## src/rtl/cpu_move_picker.sv

```systemverilog
// Computer-move picker: spins an upstream LFSR, samples it and probes the captured board for a free cell.
// Optional build macro PICKER_CENTER_FIRST_EN: take the centre cell immediately whenever it is free.
module cpu_move_picker #(
  parameter int SPIN_CYCLES = 3
) (
  input  logic       clk,
  input  logic       reset,
  input  logic       req,
  input  logic [8:0] occupied,
  input  logic [3:0] rnd,
  output logic       lfsr_en,
  output logic       busy,
  output logic       move_valid,
  output logic [3:0] move_idx,
  output logic       no_move,
  output logic [2:0] state_dbg
);

  typedef enum logic [2:0] {
    IDLE   = 3'd0,
    SPIN   = 3'd1,
    SAMPLE = 3'd2,
    PROBE  = 3'd3,
    DONE   = 3'd4
  } state_t;

  localparam logic [3:0] SPIN_LOAD = 4'(SPIN_CYCLES);

  state_t     state, state_next;
  logic [3:0] spin_cnt;
  logic [3:0] candidate;
  logic [8:0] board;
  logic       board_full;
  logic       center_take;
  logic       cand_free;

  assign board_full = (occupied == 9'h1FF);
`ifdef PICKER_CENTER_FIRST_EN
  assign center_take = ~occupied[4];
`else
  assign center_take = 1'b0;
`endif
  assign cand_free = ~board[candidate];

  always_ff @(posedge clk) begin
    if (reset) state <= IDLE;
    else       state <= state_next;
  end

  always_comb begin
    state_next = state;
    case (state)
      IDLE: begin
        // Full-board check wins over the centre shortcut.
        if (req) begin
          if (board_full || center_take) state_next = DONE;
          else                           state_next = SPIN;
        end
      end
      SPIN:    if (spin_cnt <= 4'd1) state_next = SAMPLE;
      SAMPLE:  state_next = PROBE;
      PROBE:   if (cand_free) state_next = DONE;
      DONE:    state_next = IDLE;
      default: state_next = IDLE;
    endcase
  end

  always_comb begin
    lfsr_en    = (state == SPIN);
    busy       = (state != IDLE);
    move_valid = (state == DONE);
    state_dbg  = state;
  end

  always_ff @(posedge clk) begin
    if (reset) begin
      spin_cnt  <= 4'd0;
      candidate <= 4'd0;
      board     <= 9'd0;
      move_idx  <= 4'd0;
      no_move   <= 1'b0;
    end else begin
      case (state)
        IDLE: begin
          if (req) begin
            board <= occupied;
            if (board_full) begin
              no_move <= 1'b1;
            end else begin
              no_move  <= 1'b0;
              spin_cnt <= SPIN_LOAD;
              if (center_take) move_idx <= 4'd4;
            end
          end
        end
        SPIN:   spin_cnt <= spin_cnt - 4'd1;
        // Fold the 4-bit LFSR value onto cells 0..8.
        SAMPLE: candidate <= (rnd <= 4'd8) ? rnd : rnd - 4'd9;
        PROBE: begin
          if (cand_free) move_idx  <= candidate;
          else           candidate <= (candidate == 4'd8) ? 4'd0 : candidate + 4'd1;
        end
        default: ;
      endcase
    end
  end

endmodule

```

## config.mk

```make
export PLATFORM = sky130hd
export DESIGN_NAME = cpu_move_picker
export DESIGN_NICKNAME = d
export VERILOG_FILES = /design/src/rtl/cpu_move_picker.sv
export SDC_FILE = /design/constraint.sdc
export NUM_CORES = 1
export LEC_CHECK = 0
export CAP_MARGIN = 20
export CORE_MARGIN = 2
export CORE_UTILIZATION = 28
export DETAILED_ROUTE_END_ITERATION = 16
export GPL_TIMING_DRIVEN = 1
export PLACE_DENSITY = 0.47
export SYNTH_ARGS = -nofsm -noshare
export SYNTH_HDL_FRONTEND = slang
export SYNTH_SLANG_ARGS = --single-unit
export TNS_END_PERCENT = 50
```

## constraint.sdc

```tcl
create_clock -name clk -period 1.8 [get_ports clk]
set_input_delay 0.45 -clock clk [delete_from_list [all_inputs] [get_ports clk]]
set_output_delay 0.45 -clock clk [all_outputs]
set_load 0.05 [all_outputs]
```

==> out/results.tsv <==
stage	metric	value	unit
floorplan	die area	5770	um2
timing	Final Max Tran Viols	0	
synthesis	post-synthesis async set-or-reset flop share	0	
detailed_routing	Residual DRC	0	
timing	Tightest Pin Transition	0.424	ns
power	pwr dens	1160	nW/um2
timing	RSZ-0062 raised after global routing	yes	
synthesis	post-synthesis sequential area ratio	0.345	
cts	Root Driver	clkbuf_8	
cts	CTS tree	yes	
synthesis	synthesized instance count	174	
cells_and_area	post-route cell area	2070	um2
placement	pre-CTS setup slack	-0.229	ns
placement	Placed Instance Area	1990	um2
detailed_routing	WL final	3500	um
cells_and_area	share of post-route cells with drive strength above 1	0.285	
critical_path	worst reg2reg setup slack	0.11	ns
synthesis	synth unique cells	44	
detailed_routing	Vias	1360	
cells_and_area	Final #Nets	243	
floorplan	Initial Util	0.288	
detailed_routing	DRT Pass-1 Iters	4	
global_route	first-pass GRT wire length	6310	um
critical_path	Worst setup EP type	primary output	
critical_path	Slowest-stage cell, CP	or3_4	
floorplan	Die Width	76.0	um
critical_path	CP Launch Type	register	
cells_and_area	Area growth syn-to-layout	43.0	%
cells_and_area	# diodes	0	
timing	Min Clock Period, post-route	1.78	ns
timing	final hold viol count	0	
cts	Bufs on Longest Clock Path	2	
cts	number of CTS-inserted buffers	3	
status	status	complete, no violations	
synthesis	Synthesized Nets	195	
power	maximum vdd drop	0.000930	V
cells_and_area	fin util	0.411	
cts	setup bufs post-CTS	0	
placement	Placer Congestion	0.702	
critical_path	crit path DAT	1.33	ns
timing	Max-slew headroom	0.717	
global_route	total track usage	0.131	
synthesis	Seq cells post-synth	25	
critical_path	CP Class	register to primary output	
global_route	vias in the first global route	1432	
floorplan	Cell Rows	26	
timing	Final setup viols	0	
placement	buffers added on ports	26	
critical_path	CP required	1.35	ns
global_route	total congestion overflow	0	
power	Leak Pwr	0.792	nW
detailed_routing	ANT nets after route	0	
critical_path	crit path max fanout	10	
critical_path	CP cell instances	buf_4 > or3_4 > buf_6	
run	Max Cap Viol	0	
cts	H-tree depth	1	
timing	fin worst setup slack	0.0154	ns
hold_path	worst min path class	register to register	
placement	placed wire-length estimate	2790	um
timing	Fin Clk Skew	0.00713	ns
synthesis	synthesized area	1450	um2
floorplan	# IOs	27	
timing	Final period util	0.991	
detailed_routing	1st-iter DRT viols	38	
cts	worst skew pair latency	0.27	ns
detailed_routing	routed vias/inst	4.67	
synthesis	Yosys warnings	0	
critical_path	highest cell delay on the worst timing path	0.41	ns
cts	clock sinks	25	
floorplan	die span in y	76.0	um
cts	clock-pin slew on the worst setup and hold paths	0.10	ns
global_route	initial antenna violation count	0	
synthesis	Post-synth EDFFs	0	
timing	fmax	560	MHz
detailed_routing	per-cell routed wire length	12.0	um
synthesis	syn_area_per_cell	8.33	um2
floorplan	Core ar.	5040	um2
synthesis	Main synth FF type	dfxtp_1	
global_route	largest net degree at the start of global routing	16	
layout make-up:
cell class                 instances  area (um2)
sequential                        25         507
multi-input combinational        130         888
tap                               70        87.6
timing repair buffer              54         512
clock buffer                       3        41.3
inverter                           8        30.0
clock inverter                     1        7.51
fill                             534        2970
through the flow:
step | total power, mW | TNS (ns) | hold slack, ns | instances
after floorplan | 1.60 | -0.148 | 0.436 | 174
after global placement | 2.02 | -1.20 | 0.449 | 287
after detailed placement | 2.04 | -1.51 | 0.450 | 287
after CTS | 2.43 | 0 | 0.465 | 291
after global routing | 2.59 | -0.0327 | 0.487 | 291
final | 2.41 | 0 | 0.465 | 291
critical path: cells and delay by family, from the launching register on:
family / cells / cell delay (ns)
simple gates: 1 / 0.41
flops: 1 / 0.33
buf+inv: 2 / 0.33
synthesized netlist by cell type, types with 2 or more instances:
master    instances  share of area
a211oi_1          6          0.031
a21oi_1          15          0.052
and2_1            2         0.0086
buf_2             4          0.014
clkbuf_1          4          0.010
dfxtp_1          25           0.35
ha_1              5          0.043
inv_1             8          0.021
mux2i_1           8          0.055
nand2_1          23          0.060
nand2b_1          4          0.017
nand3_1           3          0.010
nand3b_1          3          0.016
nor2_1           18          0.047
nor2b_1           3          0.013
nor3_1            2         0.0069
nor3b_1           2          0.010
o211ai_1          4          0.021
o21ai_0           5          0.017
o31ai_1           2          0.010
or3_1             4          0.017
xor2_1            2          0.012
power breakdown:
part           internal, mW  total (mW)  leakage [nW]  switching [mW]
combinational         0.593        1.30         0.564           0.702
sequential            0.667       0.758         0.206          0.0915
clock                 0.157       0.353        0.0217           0.196
cells in the final DEF (no fill, tap or decap), types with 3 or more instances in the layout:
cell type	n
buf_4	33
nand2_1	23
dfxtp_1	22
nor2_1	18
a21oi_1	15
clkdlybuf4s50_1	14
inv_1	8
mux2i_1	7
a211oi_1	6
buf_12	5
nand2b_1	4
o21ai_0	4
o211ai_1	4
ha_1	4
nand3b_1	3
nand3_1	3
or3_1	3
clkbuf_8	3
cells by family (layout without fill, tap and decap cells):
| group | after synthesis | count (layout) | synth area share |
|---|---|---|---|
| DFF | 25 | 25 | 0.345 |
| buffers and inverters | 19 | 66 | 0.0604 |
| and+or+nand+nor | 68 | 68 | 0.228 |
| adders and majority gates | 5 | 5 | 0.0431 |
| muxes | 9 | 9 | 0.0647 |
| xor gates and xnor gates | 3 | 3 | 0.0181 |
| AOI/OAI and AO/OA | 45 | 45 | 0.241 |
layer usage:
| layer | track usage | share of wire | vias to the layer above |
|---|---|---|---|
| li1 | - | - | 702 |
| met5 | 0 | 0 | - |
| met2 | 0.216 | 0.47 | 22 |
| met4 | 0.0382 | 0.0071 | 0 |
| met3 | 0.0226 | 0.028 | 2 |
| met1 | 0.175 | 0.49 | 634 |
final timing paths:
path	from	to	cells past startpoint
worst min register to register	board[7]	board[7]	2
worst max-delay path	state_dbg[1]	busy	3
worst min-delay path	board[7]	board[7]	2
worst max register to register	candidate[0]	candidate[3]	7
flip-flops by register name, indices dropped and copies added, names as in the netlist:
signal / count
board: 9
candidate: 4
move_idx: 4
no_move: 1
spin_cnt: 4
state_dbg: 3
timing repair:
action	4_1_cts	5_1_grt
hold endpoints to repair	0	0
resized for setup	3	8
endpoints found under the setup margin	2	9
hold buffers	0	0
pin swaps	0	3
Power figures use the tool's default switching activity.
==> edit 1, RTL diff (config.mk and constraints unchanged) <==
The option `PICKER_CENTER_FIRST_EN` is turned on by a define.
--- a/src/rtl/cpu_move_picker.sv
+++ b/src/rtl/cpu_move_picker.sv
@@ -1,4 +1,6 @@
 // Computer-move picker: spins an upstream LFSR, samples it and probes the captured board for a free cell.
 // Optional build macro PICKER_CENTER_FIRST_EN: take the centre cell immediately whenever it is free.
+`define PICKER_CENTER_FIRST_EN
+
 module cpu_move_picker #(
   parameter int SPIN_CYCLES = 3
Behaviour: not the same (a bounded check fails within 4 cycles, from zero or initial values and one cycle with reset high).
==> edit 1 against the unedited design <==
- sequential cell count stayed put
- design area increased by 5.6%
- setup slack better by 21 ps
- worst hold slack lost 3.4 ps
- area after synthesis decreased by 0.86%
- routed wire length is 3.9% higher
Power is not compared: it rests on default switching activity, and its combinational part moved more than twofold at a synthesized area within 25%.
==> edit 1: results (changes against the unedited design) <==
placement:
  dp_hpwl_um: 2780  # was 2790 um
  finalWeightedCongestion: 0.761  # was 0.702
  dp.cells: 291  # was 287
synthesis:
  synth_compound_area_share_pct: 24.1  # about the same
  synthMuxAreaShare_pct: 3.57  # was 6.47%
  synth_fa_ha_area_share_pct: 4.35  # was 4.31%
  synth_area_leaders: "dfxtp_1, nand2_1, a21oi_1"  # was dfxtp_1, nand2_1, mux2i_1
  synth_seq_area_share_pct: 34.8  # was 34.5%
  synthXorXnorAreaFrac_pct: 2.44  # was 1.81%
  synthesis.nets: 198  # was 195
  synth_cell_types: 41  # was 44
critical_path:
  arrival_ps: 1310  # was 1330 ps
  regToRegSetupSlack_ps: 40  # was 110 ps
  slowest_delay_ps: 390  # was 410 ps
route:
  drt_wl_total_um: 3640  # was 3500 um
  vias: 1426  # was 1360
  viasPerCell: 4.72  # was 4.67
  drtIter0Drc: 48  # was 38
final_layout:
  finalNetCount: 254  # was 243
  drive_above_1_share_pct: 33.2  # was 28.5%
global_routing:
  grt_usage_pct: 13.4  # was 13.1%
  grt_util_met2_pct: 23.3  # was 21.6%
  met3_usage_pct: 3.57  # was 2.26%
  grt_pass1_wl_um: 5990  # was 6310 um
  use_met1_pct: 16.5  # was 17.5%
outcome:
  status: "finished, final reports clean"  # unchanged
timing:
  tightest_slew_ps: 543  # was 424 ps
==> edit 1: cell families after synthesis <==
family | after synthesis
compound gates | 47
xor+xnor | 4
fa+ha+maj | 5
buf+inv | 19
flops | 25
mux | 5
simple gates | 72
==> edit 1: layer usage <==
metal  up-vias  wire length (um)  part of all wire (%)
met5         -                 0                     0
met4         0                35                  0.96
met3         6               130                   3.6
met2        28              1830                    50
met1       659              1640                    45
li1        733                 -                     -
==> edit 1: worst register-to-register path: stages, from the launching register on <==
cell,delay [ps]
dfxtp_4,350
buf_4,160
or4b_4,540
nor2_4,130
a2bb2oi_2,190
buf_4,130
buf_4,90
o32ai_1,50
==> edit 1: power by group <==
part | switching, uW | internal, uW | total (uW)
Combinational | 330 | 313 | 643
Clock | 188 | 157 | 345
Sequential | 50.6 | 608 | 659
==> edit 1: cell type report <==
| type | count | area [um^2] |
|---|---|---|
| clock buffers | 3 | 41.3 |
| clock inverters | 1 | 7.51 |
| fillers | 487 | 2850 |
| inverters | 9 | 33.8 |
| multi-input cells | 133 | 922 |
| flip-flops and latches | 25 | 513 |
| well taps | 70 | 87.6 |
| repair buffers | 61 | 583 |
==> edit 1: final timing paths <==
path,startpoint,end,depth (start not counted)
max,state_dbg[0],busy,3
min,board[4],board[4],2
max reg2reg,state_dbg[0],move_idx[1],7
min reg2reg,board[4],board[4],2
==> edit 1: per-stage QoR <==
step	hold slack (ps)	setup WS, ps
floorplan	436	-0.486
global placement	448	-349
detailed placement	446	-422
CTS	463	-28.9
global route	471	-43.9
finish	462	36.4
==> edit 1: what timing repair did <==
action	4_1_cts	5_1_grt
hold buffers	0	0
gates resized for setup	16	19
cloned	0	0
buffers inserted	5	2
setup endpoints to repair	9	11
pin swaps	4	10
==> edit 2, RTL diff (same settings) <==
Without the edit above. Put a register stage on the output `state_dbg`, with the module's reset. The value now appears one clock later. The other outputs are not delayed to match.
--- a/src/rtl/cpu_move_picker.sv
+++ b/src/rtl/cpu_move_picker.sv
@@ -26,4 +26,6 @@
 
   localparam logic [3:0] SPIN_LOAD = 4'(SPIN_CYCLES);
+
+  logic [2:0] state_dbg_d;
 
   state_t     state, state_next;
@@ -70,5 +72,5 @@
     busy       = (state != IDLE);
     move_valid = (state == DONE);
-    state_dbg  = state;
+    state_dbg_d = state;
   end
 
@@ -106,4 +108,12 @@
   end
 
+  always_ff @(posedge clk) begin
+    if (reset) begin
+      state_dbg <= '0;
+    end else begin
+      state_dbg <= state_dbg_d;
+    end
+  end
+
 endmodule
 
Behaviour: not the same (a bounded check fails within 4 cycles, from zero or initial values and one cycle with reset high).
==> edit 2 against the unedited design <==
- total power is 18% lower
- global-route usage down 0.56 points
- clock skew down 4.5 ps
- core utilization is 1.5 points lower
- setup slack lost 8.6 ps
- design area up 4.0%
- area after synthesis rose by 7.1%
- routed wire length increased by 3.4%
- sequential cell count up 3
- critical endpoint is now spin_cnt[1]
==> edit 2: results (changes against the unedited design) <==
clock_tree:
  cts_made_buffers: 3  # unchanged
  clkTransAtPathRegs_ps: 100  # about the same
  htree_levels: 1  # unchanged
  clockBufferDepth: 2  # unchanged
  insertion_delay_ps: 280
  root_buffer: "clkbuf_8"  # unchanged
synthesis:
  async_reset_ff_share_pct: 0  # unchanged
  ys_warn_count: 0  # unchanged
  yosys-top-cells-count: "nand2_1, dfxtp_1, nor2_1, a21oi_1, inv_1"  # was dfxtp_1, nand2_1, nor2_1, a21oi_1
  synthesis.nets: 206  # was 195
  synthFlopType: "dfxtp_1"  # unchanged
  synth_seq_area_share_pct: 36.1  # was 34.5%
  synth_cell_types: 44  # unchanged
  synth_area_leaders: "dfxtp_1, nand2_1, mux2i_1"  # unchanged
global_routing:
  grt_max_degree: 29  # was 16
  antenna_found_initial: 0  # unchanged
  grt_util_met2_pct: 20.3  # was 21.6%
  grt_pass1_vias: 1345  # was 1432
  grt_pass1_wl_um: 6220  # was 6310 um
  use_met1_pct: 16.8  # was 17.5%
  grt_usage_pct: 12.5  # was 13.1%
  met3_usage_pct: 2.41  # was 2.26%
critical_path:
  regToRegSetupSlack_ps: 140  # was 110 ps
  r2r_start: "candidate[1]"  # was candidate[0]
  arrival_ps: 1960  # was 1330 ps
  cp_max_fo: 2  # was 10
  reg2reg_to: "candidate[2]"  # was candidate[3]
  ff2ff_path_depth: 5  # was 7
pwr:
  p_leak_uw: 0.000877  # was 0.000792 uW
  cellInternalPower_uw: 1270  # was 1420 uW
  vdd_drop_max_uv: 633  # was 930 uV
timing:
  setup_tns_ps: 0  # unchanged
  clock_skew_ps: 2.67  # was 7.13 ps
  holdWs_ps: 460  # was 465 ps
  tightest_slew_ps: 390  # was 424 ps
  drv_slew: 0  # unchanged
final_layout:
  largest-register: "board"  # unchanged
  largest_reg_flops: 9  # unchanged
  antenna_cells: 0  # unchanged
  drive_above_1_share_pct: 27.1  # was 28.5%
  finalNetCount: 247  # was 243
placement:
  finalWeightedCongestion: 0.744  # was 0.702
  portBuffers: 26  # unchanged
  dp_hpwl_um: 2750  # was 2790 um
worst_hold_path:
  whs_path_depth: 2  # unchanged
  min_from: "board[0]"  # was board[7]
  holdCritPathClass: "flip-flop to flip-flop"  # unchanged
  hold_end: "board[0]"  # was board[7]
route:
  drtIter0Drc: 52  # was 38
  wl_met1_um: 1860  # was 1720 um
  wire_per_inst_um: 12.2  # was 12.0 um
  dr.pass1.iters: 4  # unchanged
  dr.max_layer_used: "met4"  # unchanged
  vias: 1373  # was 1360
  met2_length_um: 1640  # was 1650 um
  dr_wl_met3_um: 86  # was 99 um
outcome:
  status: "finished, final reports clean"  # unchanged
-- edit 2: logic make-up after synthesis --
family	count (synthesis)	share of synthesized area (%)
buf+inv	26	7.65
flops	28	36.1
xor+xnor	3	1.69
simple gates	73	22.6
mux	9	5.80
fa+ha+maj	5	4.03
compound gates	41	22.2
-- edit 2: worst max-delay path: stages --
cell and delay, ps:
clkdlybuf4s50_1 490, nand2_2 80, or4_4 570, a21oi_4 170, nand2b_1 130, a221oi_1 70
-- edit 2: through the flow --
step / area, um^2 / instances / util, % / power [uW] / worst slack [ps]
final: 2160 / 297 / 39.6 / 1980 / 6.79
after global routing: 2160 / 297 / 39.6 / 2110 / -43.2
after CTS: 2090 / 296 / 38.4 / 1970 / -30.1
after detailed placement: 2020 / 292 / 37.2 / 1560 / -490
after global placement: 2020 / 292 / 37.2 / 1560 / -410
after floorplan: 1560 / 185 / - / 1300 / 186
-- edit 2: worst max path at each step --
stage,to,slack (ps),startpoint
floorplan,spin_cnt[1],190,occupied[3]
global placement,spin_cnt[3],-410,occupied[3]
detailed placement,spin_cnt[2],-490,occupied[3]
CTS,busy,-30,state[2]
global route,spin_cnt[1],-40,occupied[7]
finish,spin_cnt[1],7,occupied[3]
-- edit 2: area by class of cell --
cell class / instances / area (um^2)
tap: 72 / 90.1
clock buffer: 4 / 55.1
sequential: 28 / 564
multi-input combinational: 131 / 938
timing repair buffer: 48 / 455
fill: 557 / 3280
inverter: 14 / 52.6
-- edit 2: power groups by stage --
stage	registers [uW]	logic [uW]	clock network (uW)
6_report	786	795	398
2_1_floorplan	774	530	0
3_5_place_dp	792	770	0
5_1_grt	802	872	439
4_1_cts	779	777	410
3_3_place_gp	791	770	0
-- edit 2: repair_timing --
action,in CTS,in global routing
buffers inserted,0,1
gates resized for setup,3,17
endpoints found under the setup margin,6,13
pin swaps,0,3
